File: src/rtl/sync_fifo_param_if.sv
// Bundle of the sync_fifo_param request/response signals; the producer/consumer side
// uses the master modport and the FIFO uses slave. parity_err exists only with SYNC_FIFO_PARITY_EN.
interface sync_fifo_param_if #(
    parameter int DATA_WIDTH       = 8,
    parameter int FIFO_DEPTH_WIDTH = 5
);
    logic                        clear;
    logic                        write;
    logic [DATA_WIDTH-1:0]       data_write;
    logic                        read;
    logic [DATA_WIDTH-1:0]       data_read;
    logic                        full;
    logic                        empty;
    logic                        almost_full;
    logic                        almost_empty;
    logic [FIFO_DEPTH_WIDTH:0]   data_count;
    logic                        overflow;
    logic                        underflow;
`ifdef SYNC_FIFO_PARITY_EN
    logic                        parity_err;
`endif

    modport master (
        output clear, write, data_write, read,
        input  data_read, full, empty, almost_full, almost_empty, data_count,
               overflow, underflow
`ifdef SYNC_FIFO_PARITY_EN
        , parity_err
`endif
    );

    modport slave (
        input  clear, write, data_write, read,
        output data_read, full, empty, almost_full, almost_empty, data_count,
               overflow, underflow
`ifdef SYNC_FIFO_PARITY_EN
        , parity_err
`endif
    );
endinterface

File: src/rtl/sync_fifo_param.sv
// Single-clock parametrised FIFO with optional FWFT output, programmable almost flags,
// synchronous flush and sticky overflow/underflow. Define SYNC_FIFO_PARITY_EN for RAM parity checking.
module sync_fifo_param #(
    parameter int DATA_WIDTH       = 8,
    parameter int FIFO_DEPTH_WIDTH = 5,
    parameter int FWFT             = 0,
    parameter int AF_LEVEL         = 28,
    parameter int AE_LEVEL         = 4
) (
    input  logic              clk,
    input  logic              rst,
    sync_fifo_param_if.slave  fifo
);
    localparam int DEPTH = 1 << FIFO_DEPTH_WIDTH;
    localparam int CW    = FIFO_DEPTH_WIDTH + 1;
`ifdef SYNC_FIFO_PARITY_EN
    localparam int RAM_W = DATA_WIDTH + 1;
`else
    localparam int RAM_W = DATA_WIDTH;
`endif

    // Threshold sanity is enforced while elaborating so a bad instance never builds.
    generate
        if (AF_LEVEL < 1 || AF_LEVEL > DEPTH) begin : g_bad_af
            $fatal(1, "sync_fifo_param: AF_LEVEL must be within 1..depth");
        end
        if (AE_LEVEL < 0 || AE_LEVEL > DEPTH - 1) begin : g_bad_ae
            $fatal(1, "sync_fifo_param: AE_LEVEL must be within 0..depth-1");
        end
    endgenerate

    logic [RAM_W-1:0]      mem [DEPTH];
    logic [RAM_W-1:0]      wr_word;
    logic [RAM_W-1:0]      rd_word;
    logic [CW-1:0]         wr_ptr;
    logic [CW-1:0]         rd_ptr;
    logic [CW-1:0]         count;
    logic [CW-1:0]         count_next;
    logic [DATA_WIDTH-1:0] dout_q;
    logic                  full_q;
    logic                  empty_q;
    logic                  af_q;
    logic                  ae_q;
    logic                  ovf_q;
    logic                  udf_q;
    logic                  flush;
    logic                  rd_ok;
    logic                  wr_ok;
    logic                  ram_rd;
    logic                  empty_next;
`ifdef SYNC_FIFO_PARITY_EN
    logic                  perr_q;
`endif

    assign flush = rst | fifo.clear;
    assign rd_ok = fifo.read & ~empty_q;
    assign wr_ok = fifo.write & (~full_q | rd_ok);

`ifdef SYNC_FIFO_PARITY_EN
    assign wr_word = {^fifo.data_write, fifo.data_write};
`else
    assign wr_word = fifo.data_write;
`endif
    assign rd_word = mem[rd_ptr[FIFO_DEPTH_WIDTH-1:0]];

    always_comb begin
        count_next = count;
        case ({wr_ok, rd_ok})
            2'b10:   count_next = count + CW'(1);
            2'b01:   count_next = count - CW'(1);
            default: count_next = count;
        endcase
    end

    generate
        if (FWFT == 0) begin : g_std
            assign ram_rd     = rd_ok;
            assign empty_next = (count_next == '0);
        end else begin : g_fwft
            // The output register holds the head word; the RAM refills it whenever it is
            // empty or being popped, which is what keeps back-to-back reads bubble-free.
            logic dout_valid;
            logic dout_valid_next;
            logic ram_has;

            assign ram_has         = (wr_ptr != rd_ptr);
            assign ram_rd          = ram_has & (~dout_valid | rd_ok);
            assign dout_valid_next = ram_rd | (dout_valid & ~rd_ok);
            assign empty_next      = ~dout_valid_next;

            always_ff @(posedge clk) begin
                if (flush) begin
                    dout_valid <= 1'b0;
                end else begin
                    dout_valid <= dout_valid_next;
                end
            end
        end
    endgenerate

    // The RAM is never cleared; flush only blocks the write of that cycle.
    always_ff @(posedge clk) begin
        if (wr_ok && !flush) begin
            mem[wr_ptr[FIFO_DEPTH_WIDTH-1:0]] <= wr_word;
        end
    end

    always_ff @(posedge clk) begin
        if (flush) begin
            wr_ptr  <= '0;
            rd_ptr  <= '0;
            count   <= '0;
            dout_q  <= '0;
            empty_q <= 1'b1;
            ae_q    <= 1'b1;
            full_q  <= 1'b0;
            af_q    <= 1'b0;
            ovf_q   <= 1'b0;
            udf_q   <= 1'b0;
        end else begin
            if (wr_ok) begin
                wr_ptr <= wr_ptr + CW'(1);
            end
            if (ram_rd) begin
                rd_ptr <= rd_ptr + CW'(1);
                dout_q <= rd_word[DATA_WIDTH-1:0];
            end
            if (fifo.write && !wr_ok) begin
                ovf_q <= 1'b1;
            end
            if (fifo.read && !rd_ok) begin
                udf_q <= 1'b1;
            end
            count   <= count_next;
            empty_q <= empty_next;
            full_q  <= (count_next == CW'(DEPTH));
            af_q    <= (count_next >= CW'(AF_LEVEL));
            ae_q    <= (count_next <= CW'(AE_LEVEL));
        end
    end

`ifdef SYNC_FIFO_PARITY_EN
    // The error flag travels with the word in the output register.
    always_ff @(posedge clk) begin
        if (flush) begin
            perr_q <= 1'b0;
        end else if (ram_rd) begin
            perr_q <= ^rd_word;
        end else if (rd_ok) begin
            perr_q <= 1'b0;
        end
    end
    assign fifo.parity_err = perr_q;
`endif

    assign fifo.data_read    = dout_q;
    assign fifo.full         = full_q;
    assign fifo.empty        = empty_q;
    assign fifo.almost_full  = af_q;
    assign fifo.almost_empty = ae_q;
    assign fifo.data_count   = count;
    assign fifo.overflow     = ovf_q;
    assign fifo.underflow    = udf_q;
endmodule

File: src/flat_wrapper.sv
// flat-port wrapper written by rule: the top's interface ports become plain ports
module sync_fifo_param_flat 
#(
    parameter int DATA_WIDTH       = 8,
    parameter int FIFO_DEPTH_WIDTH = 5,
    parameter int FWFT             = 0,
    parameter int AF_LEVEL         = 28,
    parameter int AE_LEVEL         = 4
)
  (clk, rst, fifo_clear, fifo_write, fifo_data_write, fifo_read, fifo_data_read, fifo_full, fifo_empty, fifo_almost_full, fifo_almost_empty, fifo_data_count, fifo_overflow, fifo_underflow);
  sync_fifo_param_if #(.DATA_WIDTH(DATA_WIDTH), .FIFO_DEPTH_WIDTH(FIFO_DEPTH_WIDTH)) fifo_i ();
  input  logic clk;
  input  logic rst;
  input wire logic [$bits(fifo_i.clear)-1:0] fifo_clear;
  input wire logic [$bits(fifo_i.write)-1:0] fifo_write;
  input wire logic [$bits(fifo_i.data_write)-1:0] fifo_data_write;
  input wire logic [$bits(fifo_i.read)-1:0] fifo_read;
  output wire logic [$bits(fifo_i.data_read)-1:0] fifo_data_read;
  output wire logic [$bits(fifo_i.full)-1:0] fifo_full;
  output wire logic [$bits(fifo_i.empty)-1:0] fifo_empty;
  output wire logic [$bits(fifo_i.almost_full)-1:0] fifo_almost_full;
  output wire logic [$bits(fifo_i.almost_empty)-1:0] fifo_almost_empty;
  output wire logic [$bits(fifo_i.data_count)-1:0] fifo_data_count;
  output wire logic [$bits(fifo_i.overflow)-1:0] fifo_overflow;
  output wire logic [$bits(fifo_i.underflow)-1:0] fifo_underflow;
  assign fifo_i.clear = fifo_clear;
  assign fifo_i.write = fifo_write;
  assign fifo_i.data_write = fifo_data_write;
  assign fifo_i.read = fifo_read;
  assign fifo_data_read = fifo_i.data_read;
  assign fifo_full = fifo_i.full;
  assign fifo_empty = fifo_i.empty;
  assign fifo_almost_full = fifo_i.almost_full;
  assign fifo_almost_empty = fifo_i.almost_empty;
  assign fifo_data_count = fifo_i.data_count;
  assign fifo_overflow = fifo_i.overflow;
  assign fifo_underflow = fifo_i.underflow;
  sync_fifo_param #(.DATA_WIDTH(DATA_WIDTH), .FIFO_DEPTH_WIDTH(FIFO_DEPTH_WIDTH), .FWFT(FWFT), .AF_LEVEL(AF_LEVEL), .AE_LEVEL(AE_LEVEL)) u_core (.clk(clk), .rst(rst), .fifo(fifo_i));
endmodule
File: config.mk
export PLATFORM = sky130hd
export DESIGN_NAME = sync_fifo_param_flat
export DESIGN_NICKNAME = d
export VERILOG_FILES = /design/src/rtl/sync_fifo_param_if.sv /design/src/rtl/sync_fifo_param.sv /design/src/flat_wrapper.sv
export SDC_FILE = /design/constraint.sdc
export NUM_CORES = 1
export LEC_CHECK = 0
export BUFFER_PORTS_ARGS = -buffer_cell sky130_fd_sc_hd__buf_4
export CAP_MARGIN = 10
export CORE_UTILIZATION = 55
export CTS_CLUSTER_DIAMETER = 120
export CTS_CLUSTER_SIZE = 20
export DETAILED_ROUTE_END_ITERATION = 7
export GPL_TIMING_DRIVEN = 0
export PLACE_DENSITY_LB_ADDON = 0.05
export RECOVER_POWER = 25
export SLEW_MARGIN = 15
export SYNTH_ARGS = -nofsm -noshare
export SYNTH_HDL_FRONTEND = slang
export SYNTH_SLANG_ARGS = --single-unit
export TNS_END_PERCENT = 30
File: constraint.sdc
create_clock -name clk -period 5.35 [get_ports clk]
set_input_delay 0.2675 -clock clk [delete_from_list [all_inputs] [get_ports clk]]
set_output_delay 0.2675 -clock clk [all_outputs]
set_load 0.01 [all_outputs]
==> impl_metrics.xml <==
<?xml version="1.0" encoding="UTF-8"?>
<metrics>
  <group name="run_status">
    <metric name="status" unit="">finished with violations</metric>
    <metric name="violations" unit="">capacitance limit</metric>
  </group>
  <group name="synth">
    <metric name="synthesis.area_per_instance" unit="µm²">17.91</metric>
    <metric name="synth-seq-area-share" unit="%">73.01</metric>
    <metric name="number_of_library_cell_types_mapped_by_synthesis" unit="">52</metric>
    <metric name="synthesis.area" unit="µm²">11350</metric>
    <metric name="synthesis.nets" unit="">655</metric>
    <metric name="synth_xor_xnor_area_share" unit="%">1.146</metric>
    <metric name="yosys.area_share.adder" unit="%">0.8817</metric>
    <metric name="mux_contribution_to_synthesized_area" unit="%">12.74</metric>
    <metric name="synth_compound_gate_area_share" unit="%">4.684</metric>
    <metric name="yosys_most_used_dff" unit="">sky130_fd_sc_hd__edfxtp_1</metric>
    <metric name="count_of_flip_flops_with_a_built_in_enable_after_synthesis" unit="">256</metric>
    <metric name="synth.ff_latch_count" unit="">286</metric>
    <metric name="ys_async_sr_fraction" unit="%">0</metric>
    <metric name="yosys.area_share.simple" unit="%">5.191</metric>
    <metric name="synth_warnings" unit="">0</metric>
    <metric name="netlist_instances" unit="">634</metric>
    <metric name="synth_top_family_by_area" unit="">multiplexers</metric>
  </group>
  <group name="routing">
    <metric name="route.vias.total" unit="">5977</metric>
    <metric name="drtPass1Iterations" unit="">7</metric>
    <metric name="routed_wirelength_normalized_by_instance_count" unit="µm">25.48</metric>
    <metric name="ant_nets" unit="">0</metric>
    <metric name="detail_route.wirelength" unit="µm">24720</metric>
    <metric name="routed_via_density" unit="">6.162</metric>
    <metric name="initialDrtViolationCount" unit="">582</metric>
    <metric name="post-route-drc-count" unit="">0</metric>
  </group>
  <group name="grt">
    <metric name="globalRouteTotalUtil" unit="%">23.83</metric>
    <metric name="grt_start_max_net_pins" unit="">33</metric>
    <metric name="first_global_vias" unit="">5943</metric>
    <metric name="antenna_violations_before_repair" unit="">0</metric>
    <metric name="gr-total-overflow" unit="">0</metric>
    <metric name="grt_first_pass_wirelength" unit="µm">36650</metric>
  </group>
  <group name="floorplanning">
    <metric name="rows" unit="">52</metric>
    <metric name="dieHeight" unit="µm">145.7</metric>
    <metric name="start_util" unit="%">56.10</metric>
    <metric name="placeable_area" unit="µm²">20230</metric>
    <metric name="die-area" unit="µm²">21220</metric>
    <metric name="chipWidth" unit="µm">145.7</metric>
    <metric name="ios" unit="">33</metric>
  </group>
  <group name="sta">
    <metric name="setup_repair_after_global_routing_missed_its_margin" unit="">false</metric>
    <metric name="number_of_hold_violations_in_the_final_report" unit="">0</metric>
    <metric name="setup_tns" unit="ns">0</metric>
    <metric name="setup-violations-final" unit="">0</metric>
    <metric name="report.final.slew_viol_count" unit="">0</metric>
    <metric name="worst_clock_skew_on_the_final_layout" unit="ns">0.01620</metric>
    <metric name="final_period_minus_worst_setup_slack" unit="ns">2.945</metric>
    <metric name="max_clock_freq" unit="MHz">339.5</metric>
    <metric name="timing_worst_slew_pin_value" unit="ns">1.498</metric>
    <metric name="period_utilization_post_route" unit="%">55.05</metric>
    <metric name="timing.slew.headroom" unit="%">0.1101</metric>
    <metric name="hold-worst-slack" unit="ns">0.02251</metric>
  </group>
  <group name="critical_path">
    <metric name="timing.setup.critical_path_class" unit="">reg -&gt; reg</metric>
    <metric name="required_time_worst_endpoint" unit="ns">5.75</metric>
    <metric name="crit_fanout" unit="">10</metric>
    <metric name="startpoint_type" unit="">flop</metric>
    <metric name="cp-end-kind" unit="">flop</metric>
    <metric name="critPathArrivalTime" unit="ns">3.35</metric>
    <metric name="reg2reg_depth" unit="">15</metric>
  </group>
  <group name="clocking">
    <metric name="clockBufferDepth" unit="">3</metric>
    <metric name="clock_tree.htree_level_count" unit="">1</metric>
    <metric name="clk-insertion-delay-late" unit="ns">0.50</metric>
    <metric name="cts.clk_slew.worst_paths" unit="ns">0.08</metric>
    <metric name="root_buffer_cell" unit="">sky130_fd_sc_hd__clkbuf_16</metric>
    <metric name="cts.sink_count" unit="">286</metric>
    <metric name="tritoncts.num_buffers" unit="">18</metric>
    <metric name="post-cts-setup-buffer-count" unit="">0</metric>
    <metric name="tritoncts" unit="">yes</metric>
    <metric name="ctsResizeCount" unit="">0</metric>
  </group>
  <group name="pwr">
    <metric name="power_density" unit="nW/µm²">315.2</metric>
    <metric name="worst_ir_drop_vdd" unit="V">0.0003551</metric>
    <metric name="p_leak" unit="µW">0.003879</metric>
  </group>
  <group name="placed_design">
    <metric name="post_dp_cell_area" unit="µm²">11930</metric>
    <metric name="finalWeightedCongestion" unit="">0.8843</metric>
    <metric name="io_buffers" unit="">32</metric>
    <metric name="post-dp-hpwl" unit="µm">16200</metric>
  </group>
  <group name="layout">
    <metric name="area.growth.synth_to_final" unit="%">9.799</metric>
    <metric name="stdcell_area" unit="µm²">12460</metric>
    <metric name="fill_cell_count" unit="">1467</metric>
    <metric name="antenna-diode-count" unit="">0</metric>
    <metric name="number_of_nets_in_the_layout" unit="">709</metric>
    <metric name="final_common_cell" unit="">sky130_fd_sc_hd__edfxtp_1</metric>
    <metric name="layout.core_utilization" unit="%">61.60</metric>
    <metric name="most_frequent_cells_in_the_layout" unit="">256 x sky130_fd_sc_hd__edfxtp_1, 60 x sky130_fd_sc_hd__nor2_1, 50 x sky130_fd_sc_hd__mux4_2</metric>
    <metric name="final_layout_size_suffix_gt1_share" unit="%">18.43</metric>
  </group>
  <group name="job">
    <metric name="maxCapViolations" unit="">1</metric>
  </group>
  <group name="worst_hold_path">
    <metric name="hold-path-cell-count" unit="">3</metric>
    <metric name="worstHoldPathType" unit="">in -&gt; reg</metric>
  </group>
</metrics>
==> what timing repair did <==
action                     4_1_cts  5_1_grt
setup endpoints to repair        0        0
hold buffers                     2        0
hold endpoints to repair         1        0
==> layout make-up <==
type,count,area (µm²),area share (%)
Tap cell,270,337.8,2.710
Clock buffer,31,520.5,4.176
Buffer,35,236.5,1.897
Timing Repair Buffer,34,237.7,1.907
Inverter,8,30.03,0.2409
Multi-Input combinational cell,305,2798,22.45
Clock inverter,1,16.27,0.1305
Sequential cell,286,8288,66.49
==> Yosys cell counts (all sizes together) (2+ instances only) <==
cell,instances,area [µm²]
nor3,3,20.02
mux4,50,1126
a221oi,2,23.77
o22ai,7,43.79
nand3,7,35.03
edfxtp,256,7687
and2b,3,23.77
xnor2,5,43.79
ha,8,100.1
nor2,60,225.2
and2,3,21.27
xor2,9,86.34
nand2,34,127.6
clkbuf,12,45.04
nand3b,4,30.03
buf,23,191.4
a22oi,14,105.1
a32o,7,70.07
inv,7,26.28
nand4,5,31.28
o21ai,3,15.01
dfxtp,30,600.6
o31ai,3,22.52
nor2b,2,12.51
mux2i,32,320.3
a211oi,7,52.55
a21oi,13,65.06
nand2b,3,18.77
o221ai,7,61.31
o211ai,2,15.01
==> cells by family (layout without fill, tap and decap cells) <==
group,count (synthesis),after routing
flops,286,286
simple gates,129,129
mux,82,82
compound gates,72,72
buf+inv,43,109
xor+xnor,14,14
fa+ha+maj,8,8
==> critical path: stages (launching register included) <==
cell and delay (ns):
sky130_fd_sc_hd__dfxtp_1 0.33, sky130_fd_sc_hd__nand2b_1 0.22, sky130_fd_sc_hd__nand2_1 0.09, sky130_fd_sc_hd__and2_1 0.13, sky130_fd_sc_hd__buf_2 0.17, sky130_fd_sc_hd__inv_1 0.09, sky130_fd_sc_hd__ha_1 0.19, sky130_fd_sc_hd__buf_6 0.14
sky130_fd_sc_hd__xor2_1 0.16, sky130_fd_sc_hd__ha_1 0.23, sky130_fd_sc_hd__a21o_1 0.21, sky130_fd_sc_hd__nand2_1 0.07, sky130_fd_sc_hd__nand3_1 0.08, sky130_fd_sc_hd__a32oi_1 0.31, sky130_fd_sc_hd__nand2_1 0.16, sky130_fd_sc_hd__o31ai_1 0.27
==> through the flow <==
step | total power [µW] | setup WS (ns) | cells
6_report | 3928 | 2.405 | 970
3_5_place_dp | 2612 | 2.454 | 936
2_1_floorplan | 2549 | 2.802 | 634
3_3_place_gp | 2606 | 2.505 | 936
5_1_grt | 4043 | 2.125 | 970
4_1_cts | 3951 | 2.419 | 970
==> report_power, final <==
part	switching, µW	internal, µW	total (µW)	leakage, µW
combinational	80.6	41.9	122	0.00108
clock	694	674	1370	0.000256
sequential	3.99	2430	2440	0.00254
total	778	3150	3930	0.00388
==> path summary, 6_finish.rpt <==
path | end | from | slack (ns)
setup / recovery | u_core.fifo.empty | u_core.fifo.empty | 2.40
hold / removal | u_core.fifo.overflow | fifo_write | 0.02
setup reg to reg | u_core.fifo.empty | u_core.fifo.empty | 2.40
hold reg to reg | u_core.fifo.data_read[6] | u_core.fifo.data_read[6] | 0.47
==> layer usage <==
metal | global-route usage, % | up-vias | share of wire, %
met1 | 33.88 | 3073 | 42
met3 | 4.514 | 34 | 7.2
met4 | 6.263 | 0 | 2.1
li1 | - | 2617 | -
met5 | 0 | - | 0
met2 | 38.30 | 253 | 49
==> flip-flops by register name, summed over array words and instances (netlist names), 5 cells and up <==
name,cells
u_core.fifo.data_read,8
u_core.mem,256
u_core.fifo.data_count,6
u_core.rd_ptr,5
u_core.wr_ptr,5
Power figures use the tool's default switching activity.
